==> config.mk <==
export PLATFORM = sky130hd
export DESIGN_NAME = frame_uart_tx
export DESIGN_NICKNAME = d
export VERILOG_FILES = /design/src/rtl/frame_uart_tx.sv
export SDC_FILE = /design/constraint.sdc
export NUM_CORES = 1
export LEC_CHECK = 0
export ABC_AREA = 1
export BUFFER_PORTS_ARGS = -buffer_cell sky130_fd_sc_hd__buf_2
export CELL_PAD_IN_SITES_DETAIL_PLACEMENT = 2
export CELL_PAD_IN_SITES_GLOBAL_PLACEMENT = 2
export CORE_AREA = 10 10 308 310
export CTS_BUF_LIST = sky130_fd_sc_hd__clkbuf_4 sky130_fd_sc_hd__clkbuf_8
export CTS_CLUSTER_SIZE = 14
export DETAILED_ROUTE_END_ITERATION = 10
export DIE_AREA = 0 0 318 320
export PLACE_DENSITY = 0.83
export SYNTH_ARGS = -nofsm -noshare
export SYNTH_HDL_FRONTEND = slang
export SYNTH_SLANG_ARGS = --single-unit
==> constraint.sdc <==
create_clock -name clk -period 3.06 [get_ports clk]
set_input_delay 0.153 -clock clk [delete_from_list [all_inputs] [get_ports clk]]
set_output_delay 0.153 -clock clk [all_outputs]
set_load 0.01 [all_outputs]
==> src/rtl/frame_uart_tx.sv <==
// frame_uart_tx
//   Sends a 512-bit frame as one 66-byte UART packet (8N1, LSB first):
//   HEADER, frame bytes 0..63 in ascending order, then the mod-256 sum of
//   the 64 frame bytes. The frame is captured when a request is accepted,
//   and the bytes go out back-to-back with no idle gap between them.
// Ports
//   clk             system clock, rising edge
//   rst             synchronous active-high reset
//   frame_cube_flat frame to send; byte k = bits [8k+7:8k]
//   send_req        transmit request; sampled only while idle
//   tx              UART line (registered, idles high)
//   busy            high while a packet is in flight
//   done            one-cycle pulse in the cycle busy falls
module frame_uart_tx #(
  parameter int          CLKS_PER_BIT = 868,
  parameter logic [7:0]  HEADER       = 8'hA5
) (
  input  logic         clk,
  input  logic         rst,
  input  logic [511:0] frame_cube_flat,
  input  logic         send_req,
  output logic         tx,
  output logic         busy,
  output logic         done
);

  localparam int            CW      = (CLKS_PER_BIT > 1) ? $clog2(CLKS_PER_BIT) : 1;
  localparam logic [CW-1:0] CNT_MAX = CW'(CLKS_PER_BIT - 1);

  typedef enum logic [1:0] {IDLE, START, DATA, STOP} state_t;

  state_t         state_q;
  logic [CW-1:0]  clk_cnt_q;
  logic [7:0]     bit_cnt_q;
  logic [6:0]     byte_idx_q;
  logic [511:0]   snap_q;
  logic [7:0]     shift_q;
  logic [7:0]     csum_q;
  logic           tx_q, busy_q, done_q;

  logic           bit_end;
  logic [7:0]     next_frame_byte;
  logic [7:0]     next_byte_d;

  assign bit_end = (clk_cnt_q == CNT_MAX);

  // Byte that follows the one currently in flight. Packet index i (1..64)
  // carries frame byte i-1, so the byte after index idx is frame byte idx;
  // after index 64 comes the checksum.
  always_comb begin
    next_frame_byte = snap_q[{byte_idx_q[5:0], 3'b000} +: 8];
    next_byte_d     = (byte_idx_q == 7'd64) ? csum_q : next_frame_byte;
  end

  always_ff @(posedge clk) begin
    if (rst) begin
      state_q    <= IDLE;
      clk_cnt_q  <= '0;
      bit_cnt_q  <= '0;
      byte_idx_q <= '0;
      snap_q     <= '0;
      shift_q    <= '0;
      csum_q     <= '0;
      tx_q       <= 1'b1;
      busy_q     <= 1'b0;
      done_q     <= 1'b0;
    end else begin
      done_q <= 1'b0;
      if (state_q != IDLE)
        clk_cnt_q <= bit_end ? '0 : clk_cnt_q + 1'b1;
      case (state_q)
        IDLE: begin
          clk_cnt_q <= '0;
          if (send_req) begin
            state_q    <= START;
            tx_q       <= 1'b0;
            busy_q     <= 1'b1;
            snap_q     <= frame_cube_flat;
            shift_q    <= HEADER;
            byte_idx_q <= '0;
            bit_cnt_q  <= '0;
            csum_q     <= '0;
          end
        end
        START: begin
          if (bit_end) begin
            state_q   <= DATA;
            tx_q      <= shift_q[0];
            bit_cnt_q <= '0;
          end
        end
        DATA: begin
          if (bit_end) begin
            if (bit_cnt_q == 8'd7) begin
              state_q <= STOP;
              tx_q    <= 1'b1;
            end else begin
              bit_cnt_q <= bit_cnt_q + 8'd1;
              shift_q   <= shift_q >> 1;
              tx_q      <= shift_q[1];
            end
          end
        end
        STOP: begin
          if (bit_end) begin
            if (byte_idx_q == 7'd65) begin
              state_q <= IDLE;
              busy_q  <= 1'b0;
              done_q  <= 1'b1;
            end else begin
              state_q    <= START;
              tx_q       <= 1'b0;
              byte_idx_q <= byte_idx_q + 7'd1;
              shift_q    <= next_byte_d;
              // Accumulate each frame byte as it is loaded; the sum is
              // complete by the time index 65 (checksum) is loaded.
              if (byte_idx_q < 7'd64)
                csum_q <= csum_q + next_frame_byte;
            end
          end
        end
        default: state_q <= IDLE;
      endcase
    end
  end

  assign tx   = tx_q;
  assign busy = busy_q;
  assign done = done_q;

endmodule

==> results.md <==
* Synth top area cells: dfxtp_1 45%, nor2_1 19%, o21ai_0 16%
* Power Total at 0.0377 W
* Hold EP: snap_q[211]$_SDFFE_PP0P_
* Crit path arrival time at about 5.3 ns
* Crit path max fanout at 28
* Wirelength, routed at ~210000 µm
* Largest family of logic cells by synthesized area: simple AND/OR/NAND/NOR gates
* Int Power at 0.0192 W
* Syn nets at 4133
* Sw Pwr at ~0.018 W
* Core ar. at 88200 µm²
* Layout Cells excl Fill at roughly 6000
* R2r setup slk at -1.65 ns
* Antenna-violating nets left at 0
* Total CTS buffers at 102
* Final hold violations at 0
* Height of the die at between 300 and 400 µm
* Status: finished with violations
* Hold slack at 0.208 ns
* DIE WIDTH at ~320 µm
* Minimum clock period at 4.71 ns
* Met2 global-route usage at 62.4%
* Num rows at 109
* DP Area at around 29000 µm²
* Leak Pwr at 16.2 nW
* Worst-skew pair later-pin latency at 0.80 ns
* Drt wl/cell at 35.5 µm
* FF-to-FF Start: byte_idx_q[0]$_SDFFE_PP0P_
* Routing usage on met1 at 34.4%
* Startpoint Class: register
* Initial DRC count at 4221
* Switching Share at between 40% and 50%
* Peak VDD IR at 0.000424 V
* Synth Flop Type: dfxtp_1
* Clock transition at the registers of the reported paths at 0.08 ns
* Gr busiest metal: met2
* Mapped Area at 24600 µm²
* Synth Warn # at 0
* Met3 GRT Util at 11.3%
* Maxcap violations at 2
* Worst reg2reg path endpoint: csum_q[6]$_SDFFE_PP0P_
* Initial Util at 27.9%
* GR Util All Layers at a little over a third
* Cell taking the most area after synthesis: dfxtp_1
* DP HPWL at 85800 µm
* Logic pwr share at a little under half
* Worst-margin pin slew at 1.74 ns
* Worst hold start: frame_cube_flat[211]
* Hold depth at 4
* #FFs+latches synth at ~560
* Syn_area_per_cell at between 6 and 7 µm²
* Period utilisation layout at 154%
* Simple-Gate Fraction of Synth Area at between 20% and 30%
* Clock network power share at 22.8%
* Synth Area in Adders at 0.896%
* Post-Synth XOR/XNOR Area at 0.249%
* Pwr/cell area at 998 nW/µm²
* Max-slew violation count at 4
* Final setup vio count at 24
* TritonRoute pass-1 iters at 5
* Vias at around 36000
* Rel. slew slack at -17.5%
* Clk root buf: clkbuf_8
* Cells after synthesis at between 3000 and 4000
* FF-to-FF path depth at 20
* Type of the worst setup path: reg2reg
* Compound-Gate Fraction of Synth Area at 21.3%
* Sequential share of the synthesized area at 45.4%
* FMAX at 212 MHz
* H-tree levels at 3
* P&R area growth vs syn at 53.5%
* Port buffer count at about 520
* GR Overflow Total at 0
* First-pass GRT wire length at 272000 µm
* Fin area at 37700 µm²
* Worst path required time at 3.63 ns
* Largest net degree at the start of global routing at 129
* Post-synth EDFFs at 0
* Seq pwr share at 29.8%
* Multiplexer share of the synthesized area at 0%
* I/O pins at 518
* Post-synthesis async set-or-reset flop share at 0%
* Synth cell types at 44
* CTS tree: done
* Synth top area share at 45.4%
* Layout cell share with drive strength beyond 1 at 21.6%
* Vias in the first global route at about 38000
* Final setup margin at -1.65 ns
* DRC at 0
* Placed insts at 5166
* Core Util, Final at 42.8%
* RSZ-0062 raised after global routing: yes
* Final GP Congestion at between 0.8 and 0.9
* Final #Nets at a little over 5000
* HP Class: in2reg
* Violated checks: max-capacitance violations, max-slew violations, negative setup slack
* Antenna violations before repair at 119
* CP Capture Type: register
* DIE AREA at 102000 µm²
* Max Root-Sink Buffers at 3
* Setup Skew at roughly 0.10 ns
* Drt via density at roughly 6
* CTS sink count at between 500 and 600
## worst max-delay path, cell delays in order, from the launching register on
cell	delay [ns]
dfxtp_4	0.39
buf_6	0.20
o21ai_0	0.92
o22ai_1	0.18
nand2_1	0.18
nand3_2	0.13
a21oi_2	0.14
nand2_1	0.09
nand3_1	0.15
nand2_2	0.10
ha_4	0.18
fa_2	0.39
a21oi_2	0.20
o21ai_2	0.11
nand2_2	0.13
nand2_2	0.09
a21oi_2	0.14
xor2_1	0.10
nor2_1	0.16
nand2_1	0.14
a21oi_2	0.35
## state kept, by name (all words and copies together) (netlist names)
name        flops
snap_q        512
clk_cnt_q      10
bit_cnt_q       8
csum_q          8
shift_q         8
byte_idx_q      7
state_q         2
busy            1
done            1
tx              1
## timing repair
action	4_1_cts	5_1_grt
setup endpoints to repair	5	13
hold buffers	519	0
pin swaps	35	32
cloned	5	0
setup buffers	5	10
resized for setup	99	105
hold endpoints to repair	525	0
## stage by stage
step | worst slack, ns | TNS [ns]
after floorplan | 0.0650 | 0
after global placement | -0.242 | -0.413
after detailed placement | -0.471 | -1.21
after CTS | -0.187 | -0.464
after global routing | -1.57 | -9.06
final | -1.65 | -9.77
## layout make-up
class                      count  area (µm²)
antenna                      104         260
clock buffer                 169        2050
clock inverter                11         126
fill                        9839       50500
inverter                     110         447
multi-input combinational   2660       12500
sequential                   558       11200
tap                         1165        1460
timing repair buffer        1211        9730
timing repair inverter         1        8.76
## placed cells by master (no fill, tap or decap), drive strengths merged, types with 3 or more instances in the layout
cell         instances
nor2              1234
o21ai              778
buf                691
dfxtp              558
dlygate4sd3        519
nand2              278
clkbuf             169
a21oi              131
inv                114
diode              104
o22ai               87
nand3               79
nor3                16
ha                  16
nand4               13
clkinv               6
xor2                 5
o211ai               5
a31oi                3
## Yosys cell counts, types with 2 or more instances
| master | number |
|---|---|
| o21ai_1 | 14 |
| nor3_1 | 15 |
| o211ai_1 | 5 |
| nand4_1 | 13 |
| clkbuf_1 | 210 |
| buf_4 | 11 |
| buf_2 | 46 |
| nor2_1 | 1229 |
| nand3_1 | 74 |
| xnor2_1 | 2 |
| nor2_4 | 3 |
| buf_1 | 6 |
| nor3b_1 | 2 |
| inv_1 | 102 |
| o22ai_1 | 87 |
| a21oi_1 | 129 |
| inv_2 | 6 |
| xor2_1 | 5 |
| nand3_2 | 4 |
| nand2_1 | 277 |
| o21ai_0 | 763 |
| o21a_1 | 2 |
| ha_1 | 16 |
| dfxtp_1 | 558 |
| a31oi_1 | 3 |
## worst max-delay path by stage
stage                               start                     end  slack (ns)  depth (start not counted)
2_1_floorplan  byte_idx_q[0]$_SDFFE_PP0P_  csum_q[6]$_SDFFE_PP0P_        0.06                         21
3_3_place_gp   byte_idx_q[0]$_SDFFE_PP0P_  csum_q[6]$_SDFFE_PP0P_       -0.24                         22
3_5_place_dp   byte_idx_q[0]$_SDFFE_PP0P_  csum_q[6]$_SDFFE_PP0P_       -0.47                         22
4_1_cts        byte_idx_q[0]$_SDFFE_PP0P_  csum_q[6]$_SDFFE_PP0P_       -0.19                         20
5_1_grt        byte_idx_q[0]$_SDFFE_PP0P_  csum_q[6]$_SDFFE_PP0P_       -1.57                         20
6_report       byte_idx_q[0]$_SDFFE_PP0P_  csum_q[6]$_SDFFE_PP0P_       -1.65                         20
## cells by family after synthesis
kind of cell,Yosys count
simple gates,1625
flops,558
buf+inv,383
compound gates,1011
fa+ha+maj,17
xor+xnor,7
## per-layer routing
layer  share of wire, %  up-vias
li1                   -    14007
met1                 33    17407
met3                9.3     1452
met4                 11       60
met2                 47     2729
met5               0.20        -
## power groups by stage
stage	clock, W	combinational, W	sequential (W)
6_report	0.00860	0.0178	0.0112
2_1_floorplan	0	0.00767	0.0100
3_5_place_dp	0	0.0126	0.0105
3_3_place_gp	0	0.0120	0.0104
4_1_cts	0.00785	0.0141	0.0104
5_1_grt	0.00879	0.0184	0.0112
No activity file was read; power rests on OpenSTA's default activity.
